===== src/rtl/load_store_unit.sv =====
// Load/store unit: turns decoder mem_rd/mem_wr requests into one req/ack word
// transaction, stalls the core meanwhile, and reports alignment/funct3/timeout faults.
module load_store_unit #(
  parameter int unsigned TIMEOUT_CYCLES = 16
) (
  input  logic        clk_i,
  input  logic        rst_i,
  input  logic        mem_rd_i,
  input  logic        mem_wr_i,
  input  logic [2:0]  funct3_i,
  input  logic [31:0] addr_i,
  input  logic [31:0] wdata_i,
  output logic        stall_o,
  output logic [31:0] rdata_o,
  output logic        done_o,
  output logic        fault_o,
  output logic [1:0]  fault_code_o,
  output logic        mem_req_o,
  output logic        mem_we_o,
  output logic [3:0]  mem_be_o,
  output logic [31:0] mem_addr_o,
  output logic [31:0] mem_wdata_o,
  input  logic [31:0] mem_rdata_i,
  input  logic        mem_ack_i
);

  // state  | meaning
  // IDLE   | waiting for mem_rd_i/mem_wr_i; faults are decided here
  // REQ    | mem_req_o held until ack or timeout
  // DONE   | one-cycle retire slot, request inputs ignored
  localparam logic [1:0] S_IDLE = 2'd0;
  localparam logic [1:0] S_REQ  = 2'd1;
  localparam logic [1:0] S_DONE = 2'd2;

  localparam logic [7:0] CNT_LAST = 8'(TIMEOUT_CYCLES - 1);

  localparam logic [1:0] FC_MISALIGN = 2'b01;
  localparam logic [1:0] FC_TIMEOUT  = 2'b10;
  localparam logic [1:0] FC_ILLEGAL  = 2'b11;

  logic [1:0]  state;
  logic [7:0]  cnt;
  logic [2:0]  op_funct3;
  logic [1:0]  op_off;

  logic        req;
  logic        is_store;
  logic        illegal;
  logic        misaligned;
  logic [3:0]  be_next;
  logic [31:0] wdata_next;
  logic [31:0] load_ext;

  function automatic logic [31:0] extend(input logic [2:0] f3, input logic [1:0] off,
                                         input logic [31:0] word);
    logic [7:0]  b;
    logic [15:0] h;
    b = word[8*off +: 8];
    h = off[1] ? word[31:16] : word[15:0];
    case (f3)
      3'b000:  extend = {{24{b[7]}}, b};
      3'b100:  extend = {24'd0, b};
      3'b001:  extend = {{16{h[15]}}, h};
      3'b101:  extend = {16'd0, h};
      default: extend = word;
    endcase
  endfunction

  always_comb begin
    req      = mem_rd_i | mem_wr_i;
    is_store = mem_wr_i;
    if (is_store)
      illegal = (funct3_i > 3'b010);
    else
      illegal = (funct3_i == 3'b011) || (funct3_i == 3'b110) || (funct3_i == 3'b111);
    misaligned = ((funct3_i[1:0] == 2'b10) && (addr_i[1:0] != 2'b00)) ||
                 ((funct3_i[1:0] == 2'b01) && addr_i[0]);

    be_next    = 4'b1111;
    wdata_next = wdata_i;
    if (is_store) begin
      case (funct3_i[1:0])
        2'b00: begin
          be_next    = 4'b0001 << addr_i[1:0];
          wdata_next = {4{wdata_i[7:0]}};
        end
        2'b01: begin
          be_next    = addr_i[1] ? 4'b1100 : 4'b0011;
          wdata_next = {2{wdata_i[15:0]}};
        end
        default: begin
          be_next    = 4'b1111;
          wdata_next = wdata_i;
        end
      endcase
    end

    load_ext = extend(op_funct3, op_off, mem_rdata_i);
    stall_o  = !rst_i && (((state == S_IDLE) && req) || (state == S_REQ));
  end

  always_ff @(posedge clk_i) begin
    if (rst_i) begin
      state        <= S_IDLE;
      cnt          <= 8'd0;
      op_funct3    <= 3'd0;
      op_off       <= 2'd0;
      mem_req_o    <= 1'b0;
      mem_we_o     <= 1'b0;
      mem_be_o     <= 4'd0;
      mem_addr_o   <= 32'd0;
      mem_wdata_o  <= 32'd0;
      rdata_o      <= 32'd0;
      done_o       <= 1'b0;
      fault_o      <= 1'b0;
      fault_code_o <= 2'd0;
    end else begin
      case (state)
        S_IDLE: begin
          if (req) begin
            if (illegal || misaligned) begin
              // illegal funct3 outranks misalignment
              state        <= S_DONE;
              done_o       <= 1'b1;
              fault_o      <= 1'b1;
              fault_code_o <= illegal ? FC_ILLEGAL : FC_MISALIGN;
              rdata_o      <= 32'd0;
            end else begin
              state       <= S_REQ;
              cnt         <= 8'd0;
              op_funct3   <= funct3_i;
              op_off      <= addr_i[1:0];
              mem_req_o   <= 1'b1;
              mem_we_o    <= is_store;
              mem_addr_o  <= {addr_i[31:2], 2'b00};
              mem_be_o    <= be_next;
              mem_wdata_o <= wdata_next;
            end
          end
        end
        S_REQ: begin
          if (mem_ack_i) begin
            state        <= S_DONE;
            mem_req_o    <= 1'b0;
            rdata_o      <= mem_we_o ? 32'd0 : load_ext;
            done_o       <= 1'b1;
            fault_code_o <= 2'd0;
          end else if (cnt == CNT_LAST) begin
            state        <= S_DONE;
            mem_req_o    <= 1'b0;
            rdata_o      <= 32'd0;
            done_o       <= 1'b1;
            fault_o      <= 1'b1;
            fault_code_o <= FC_TIMEOUT;
          end else begin
            cnt <= cnt + 8'd1;
          end
        end
        S_DONE: begin
          state   <= S_IDLE;
          done_o  <= 1'b0;
          fault_o <= 1'b0;
        end
        default: state <= S_IDLE;
      endcase
    end
  end

endmodule

===== config.mk =====
export PLATFORM = sky130hd
export DESIGN_NAME = load_store_unit
export DESIGN_NICKNAME = d
export VERILOG_FILES = /design/src/rtl/load_store_unit.sv
export SDC_FILE = /design/constraint.sdc
export NUM_CORES = 1
export LEC_CHECK = 0
export CORE_MARGIN = 2
export CORE_UTILIZATION = 45
export CTS_BUF_LIST = sky130_fd_sc_hd__clkbuf_16
export DETAILED_ROUTE_END_ITERATION = 16
export PLACE_DENSITY_LB_ADDON = 0.08
export SYNTH_ARGS = -nofsm -noshare
export SYNTH_HDL_FRONTEND = slang
export SYNTH_SLANG_ARGS = --single-unit

===== constraint.sdc =====
create_clock -name clk_i -period 3.9 [get_ports clk_i]
set_clock_uncertainty 0.1 [all_clocks]
set_input_delay 0.78 -clock clk_i [delete_from_list [all_inputs] [get_ports clk_i]]
set_output_delay 0.78 -clock clk_i [all_outputs]
set_load 0.02 [all_outputs]

======== Yosys cells after proc, flatten, opt, wreduce, memory -nomap -nowiden ========
Index checks and enable logic that the tools add are counted.
word-level totals
  bits in registers ....................... 119
  output and inout bits ................... 107
  logic and storage cells ................. 101
operators by class
  add/sub/neg operators ................... 1
  order comparisons ....................... 1
  eq/ne operators ......................... 18
  shift operators ......................... 2
  multiplexer cells ....................... 41
  bitwise logic cells ..................... 2
  reduce and logical (&&, ||, !) cells .... 23
operators with widths
  operator                                                          count
  32-bit 2-to-1 mux                                                 6
  32-bit one-hot mux with 2 select lines                            2
  32-bit one-hot mux with 4 select lines                            1
  8-bit 2-to-1 mux                                                  4
  32-bit by 6-bit indexed part select with 8-bit output             1
  16-bit 2-to-1 mux                                                 1
  2-bit 2-to-1 mux                                                  8
  8-bit one-hot mux with 2 select lines                             1
  3-bit == test (second input constant)                             4
  4-bit AND reduction                                               3
  1-bit 2-to-1 mux                                                  10
  5-bit AND reduction                                               2
  8-bit by 1-bit adder with 8-bit output (second input constant)    1
  8-bit by 4-bit == test with 1-bit output (second input constant)  1
  4-bit 2-to-1 mux                                                  2
  2-bit != test (second input constant)                             4
  2-bit one-hot mux with 2 select lines                             2
  4-bit one-hot mux with 2 select lines                             1
  1-bit one-hot mux with 3 select lines                             2
  1-bit logical OR                                                  5
  2-bit by 1-bit == test with 1-bit output (second input constant)  2
  2-bit == test (second input constant)                             2
  1-bit logical AND                                                 4
  2-bit logical NOT                                                 2
  15 further kinds                                                  17

======== Logic depth before layout (Yosys ltp) ========
Gate-level depths: netlist (run 1).
  word-level depth ........................ 8
  gate-level depth with buffers ........... 7
  gate-level depth less buffers ........... 5

======== Worst setup path after synthesis (run 1) ========
OpenSTA, ideal clock, no wires.
  path type ............................... in2out
  from .................................... input rst_i
  to ...................................... output stall_o
  arrival time ............................ 1.687 ns
  setup slack ............................. 1.333 ns
  stages .................................. 4
  path through ............................ clkbuf_1 -> clkbuf_1 -> clkbuf_1 -> nor2_1
on the way
  longest elaborated chain between the ends .. 2
RTL lines
  what               RTL line  RTL
  from (decl)        7         input logic rst_i,
  1-bit logical NOT  99        stall_o = !rst_i && (((state == S_IDLE) && req) || (state == S_REQ));
  1-bit logical AND  99
  to (decl)          13        output logic stall_o,
Every way passes these cells.

======== Worst setup path after layout (run 1) ========
  from .................................... input mem_wr_i
  to ...................................... output stall_o
on the way
  longest elaborated chain between the ends .. 4
RTL lines
  what               RTL line  RTL
  from (decl)        9         input logic mem_wr_i,
  1-bit bitwise OR   70        req = mem_rd_i | mem_wr_i;
  1-bit logical AND  99
  1-bit logical OR   99
  1-bit logical AND  99
Every way passes these cells.

==> results of run 1 <==
==> logic make-up (layout without fill, tap and decap cells) <==
kind of cell	after synthesis	after routing	synth area share
flip-flops	119	119	0.4547
other	1	2	0.0007158
AO/OA/AOI/OAI	167	167	0.2264
multiplexers	26	26	0.05135
AND/OR/NAND/NOR	254	254	0.2116
buffers and inverters	56	255	0.05278
adder cells (fa/ha/maj)	1	1	0.002388
==> state kept, by name, indices dropped and copies added, names as in the netlist <==
name	cells
cnt	8
mem_wdata_o	32
op_off	2
mem_req_o	1
state	2
fault_code_o	2
fault_o	1
rdata_o	32
mem_be_o	4
done_o	1
mem_we_o	1
op_funct3	3
mem_addr_o	30
==> synthesized netlist by cell type, types with 2 or more instances <==
master	count
a2bb2oi_1	3
buf_2	8
nor2_1	39
buf_1	2
mux2_2	7
nor2b_1	3
mux2i_1	19
a211oi_1	6
nand3_1	26
a211o_1	6
o2bb2ai_1	24
o32ai_1	2
a2111oi_0	4
nand2b_1	7
a21oi_1	64
and3_1	5
dfxtp_1	119
a22o_1	3
nor3_1	4
or2_2	2
a311oi_1	8
o211ai_1	2
a21o_1	2
nand2_1	143
buf_6	3
inv_1	6
clkbuf_1	28
or4_4	2
o22ai_1	3
or3_1	17
buf_4	9
o211a_1	2
a31oi_1	14
nand4_1	3
o21ai_0	11
==> per-layer routing <==
metal,up-vias,global-route usage,routed length [microns]
li1,2586,-,-
met2,217,0.4210,7685
met5,-,0,0
met3,27,0.1089,1479
met4,0,0.08477,306
met1,2510,0.3005,6468
==> through the flow <==
step	instances	instance area (sq um)
2_1_floorplan	625	5243
3_3_place_gp	935	7343
3_5_place_dp	935	7343
4_1_cts	967	7939
5_1_grt	967	7939
6_report	967	7939
==> final cells by class <==
| class | instances | share of cell area |
|---|---|---|
| inverters | 6 | 0.002837 |
| repair buffers | 217 | 0.2733 |
| clock buffers | 17 | 0.05359 |
| well taps | 143 | 0.02254 |
| flip-flops and latches | 119 | 0.3001 |
| clock inverters | 15 | 0.02143 |
| multi-input cells | 450 | 0.3262 |
==> critical path, stage by stage <==
cell	delay, ns
clkdlybuf4s50_1	0.42
or3_1	0.45
nand2_1	0.23
nor2_1	0.06
clkdlybuf4s50_1	0.53
==> path summary, 6_finish.rpt <==
check                  from        endpoint  slack, ns
max reg2reg       op_off[1]     rdata_o[29]       1.42
min reg2reg  mem_addr_o[27]  mem_addr_o[27]       0.35
min          mem_addr_o[27]  mem_addr_o[27]       0.35
max                mem_wr_i         stall_o       0.54
==> power by group through the flow <==
stage	Sequential [mW]	Clock, mW	Combinational [mW]
global placement	1.35	0	0.603
detailed placement	1.36	0	0.613
floorplan	1.42	0	0.258
global route	1.34	1.66	0.665
finish	1.33	1.59	0.615
CTS	1.33	1.61	0.617
==> metrics.csv, run 1 <==
metric,value,unit
status,finished clean,
grt_pass1_wl,25.90,mm
worstPathArrival,2.48,ns
grt_use_total,0.2554,
multiInputGateArea,2590,sq um
required,3.02,ns
post_cts_buffers,0,
final_cell_mix,"clkdlybuf4s50_1, nand2_1, dfxtp_1",
setup_viol,0,
insertion_delay,0.42,ns
power_leakage,2.864,nW
power_frac_comb,0.174,
via_per_inst,5.522,
seq_area,2382,sq um
avgRoutedWirePerCell,16.48,microns
dr.pass1.iters,5,
ys.flop_type,dfxtp_1,
synth_top_area_frac,0.4547,
ys_seq_area_frac,0.4547,
cts.sinks,119,
reg2reg_depth,5,
grt_max_degree,87,
hp-class,reg -> reg,
die_h,111.9,microns
io_pins,211,
final_antenna_net_count,0,
holdPathStages,2,
slew_viol_final,0,
clk_pin_slew,0.05,ns
post-route-period-util,0.8620,
holdBufCountCts,0,
intPower,2.625,mW
synth.area.top_cells,"dfxtp_1, nand2_1, a21oi_1",
fillers,937,
final_nets,916,
die-area,12520,sq um
synth_cells,624,
critical_path.max_fanout,6,
grt_pass1_vias,5188,
antenna_found_initial,0,
rsz0062_at_grt,no,
cts_tree,yes,
n_antenna_cell,0,
hold_ws,0.3539,ns
synth.avg_cell_area,8.395,sq um
clock_path_buffers,2,
drc_errors,0,
synth_async_sr_flop_share,0,
vdd_drop_max,394.5,uV
ys_seq_elements,119,
hold_viol_final,0,
final.setup.worst_slack,0.5383,ns
worst-setup-path-type,in -> out,
numCtsBuffers,17,
gp_congestion,0.8624,
synth_top_area_cell,dfxtp_1,
rows,39,
switching_share,0.2572,
ctsHtreeMaxLevel,4,
overflow,0,
io_buffers,208,
clkPwrFrac,0.449,
area_growth,51.54,%
drv_cap,0,
start_util,0.4608,
powerDensity,445.2,nW/um^2
synth_edf_count,0,
power.share.sequential,0.377,
tns,0,ns
fin_util,0.6983,
place_ws,0.5453,ns
synth_cell_types,53,
dp_hpwl,10.95,mm
die_w,111.9,microns
coreArea,11370,sq um
ctsResizeCount,0,
drt-initial-drc-count,413,
drt-total-wl,15.94,mm
worst_slew_pin_slew,0.9389,ns
drive_gt1_frac,0.06917,
maxSlewHeadroom,0.3740,
cp-start-kind,primary input,
critPathCaptureType,output pin,
layout_commonest_cell,clkdlybuf4s50_1,
yosysWarnings,0,
p_switching,0.9091,mW
cts-root-buf,clkbuf_16,
max_freq,297.5,MHz
vias,5340,
total_power,3.534,mW
post-route-min-period,3.362,ns
syn_area,5239,sq um
No activity file was read; power rests on OpenSTA's default activity.
==> run 2, diff against run 1 <==
- CTS_BUF_LIST: sky130_fd_sc_hd__clkbuf_16 -> sky130_fd_sc_hd__clkbuf_4
- PLACE_DENSITY: unset -> 0.86
- PLACE_DENSITY_LB_ADDON: 0.08 -> unset
==> metrics.csv, run 2 (synthesis results as in run 1) <==
metric,value,unit,change
status,finished clean,,
grt_pass1_wl,26.37,mm,+1.8%
reg2reg_to,rdata_o[19],,
grt_max_degree,85,,-2.3%
cp_num_buf_inv,2,,unchanged
powerDensity,389.4,nW/um^2,-13%
insertion_delay,0.54,ns,+0.12 ns
cp.depth,5,,unchanged
setup_viol,0,,unchanged
drv_cap,0,,unchanged
rows,39,,unchanged
max_freq,281.4,MHz,-5.4%
cp-start-kind,primary input,,
grt_pass1_vias,5429,,+4.6%
drive_gt1_frac,0.06934,,+0.0001683
fillers,905,,-3.4%
numCtsBuffers,17,,unchanged
drt-total-wl,16.59,mm,+4.1%
endpoint,stall_o,,
stdcell_count,965,,-0.21%
final_nets,915,,-0.11%
layout_commonest_cell,clkdlybuf4s50_1,,
cts_tree,yes,,
dp.cells,934,,-0.11%
via_per_inst,5.672,,+2.7%
required,3.02,ns,about the same
worstReg2RegStart,op_off[1],,
start_util,0.4608,,unchanged
r2r_slack,1.11,ns,-0.31 ns
final_cell_mix,"clkdlybuf4s50_1, nand2_1, dfxtp_1",,
worst-setup-path-type,in -> out,,
die_w,111.9,microns,unchanged
maxSlewHeadroom,0.1916,,-0.1825
io_pins,211,,unchanged
gp_congestion,0.8637,,+0.15%
cp_cell_sequence,clkdlybuf4s50_1 -> or3_1 -> nand2_1 -> nor2_1 -> clkdlybuf4s50_1,,
vias,5473,,+2.5%
crit_start,mem_wr_i,,
dr.pass1.iters,5,,unchanged
avgRoutedWirePerCell,17.19,microns,+4.3%
cts.sinks,119,,unchanged
clk_pin_slew,0.10,ns,+0.05 ns
slowest_delay,0.55,ns,+0.02 ns
area_growth,46.24,%,
clock_path_buffers,2,,unchanged
coreArea,11370,sq um,unchanged
worstPathArrival,2.67,ns,+0.19 ns
final.setup.worst_slack,0.3462,ns,-0.1921 ns
holdCritStartpoint,mem_addr_o[23],,
hp-class,reg -> reg,,
post_cts_buffers,0,,unchanged
total_power,2.983,mW,-16%
die_h,111.9,microns,unchanged
dp_hpwl,11.73,mm,+7.1%
hold_viol_final,0,,unchanged
post-route-period-util,0.9112,,+0.04926
overflow,0,,unchanged
post-route-min-period,3.554,ns,+0.1921 ns
cts-root-buf,clkbuf_4,,
final_antenna_net_count,0,,unchanged
ctsHtreeMaxLevel,4,,unchanged
reg.largest.list,"mem_wdata_o: 32 flops, rdata_o: 32 flops, mem_addr_o: 30 flops",,
die-area,12520,sq um,unchanged
vdd_drop_max,242.9,uV,-38%
io_buffers,208,,unchanged
n_antenna_cell,0,,unchanged
holdBufCountCts,0,,unchanged
reg2reg_depth,4,,-1
critPathCaptureType,output pin,,
grt_use_total,0.2619,,+0.006426
ctsResizeCount,0,,unchanged
drc_errors,0,,unchanged
path_delay_family,buffers and inverters,,
crit_top_cell,clkdlybuf4s50_1,,
critPathSlowestCell,clkdlybuf4s50_1,,
slew_viol_final,0,,unchanged
place_ws,0.3676,ns,-0.1776 ns
antenna_found_initial,0,,unchanged
drt-initial-drc-count,359,,-13%
critical_path.max_fanout,7,,+1
tns,0,ns,unchanged
power_leakage,2.726,nW,-4.8%
worst_slew_pin_slew,1.205,ns,+0.2665 ns
rsz0062_at_grt,no,,
run 2: cell count changes in the layout (fill, tap and decap cells not counted), sizes merged:
| cell | previous run | this run |
|---|---|---|
| inv | 10 | 6 |
| clkbuf | 17 | 19 |
| buf | 10 | 9 |
| bufinv | 4 | 5 |
run 2: how the worst min path moves through the flow:
stage / to / slack (ns) / cells past startpoint
2_1_floorplan: op_funct3[2] / 0.35 / 2
4_1_cts: mem_addr_o[8] / 0.36 / 2
3_5_place_dp: rdata_o[29] / 0.35 / 1
6_report: mem_addr_o[23] / 0.36 / 2
5_1_grt: mem_addr_o[8] / 0.38 / 2
3_3_place_gp: mem_addr_o[14] / 0.34 / 2
run 2: routing by layer:
| layer | global-route usage | share of wire |
|---|---|---|
| met5 | 0 | 0 |
| met4 | 0.1053 | 0.025 |
| met3 | 0.1013 | 0.096 |
| met2 | 0.4448 | 0.48 |
| met1 | 0.2957 | 0.40 |
run 2: where the power goes:
group	switching [mW]	internal (mW)	total (mW)
registers	0.0484	1.28	1.33
clock network	0.457	0.573	1.03
logic	0.330	0.293	0.623
total	0.836	2.15	2.98
run 2: worst register-to-register path, delay by kind of cell (launching register included):
kind             cells  cell delay [ns]
AND/OR/NAND/NOR      1             0.11
AO/OA/AOI/OAI        2             1.19
flip-flops           1             0.86
multiplexers         1             0.39
run 2: metrics by stage:
step	area, sq um	hold WS (ns)	utilization
2_1_floorplan	5243	0.3527	-
3_3_place_gp	7336	0.3421	0.6452
3_5_place_dp	7336	0.3475	0.6452
4_1_cts	7661	0.3614	0.6738
5_1_grt	7661	0.3809	0.6738
6_report	7661	0.3598	0.6738
run 2: cell type report:
type / count / area, sq um / area share
timing repair buffer: 216 / 2162 / 0.2822
inverter: 6 / 22.52 / 0.002940
clock buffer: 19 / 142.6 / 0.01862
clock inverter: 12 / 182.7 / 0.02384
multi-input combinational: 450 / 2590 / 0.3381
sequential: 119 / 2382 / 0.3110
tap: 143 / 178.9 / 0.02335
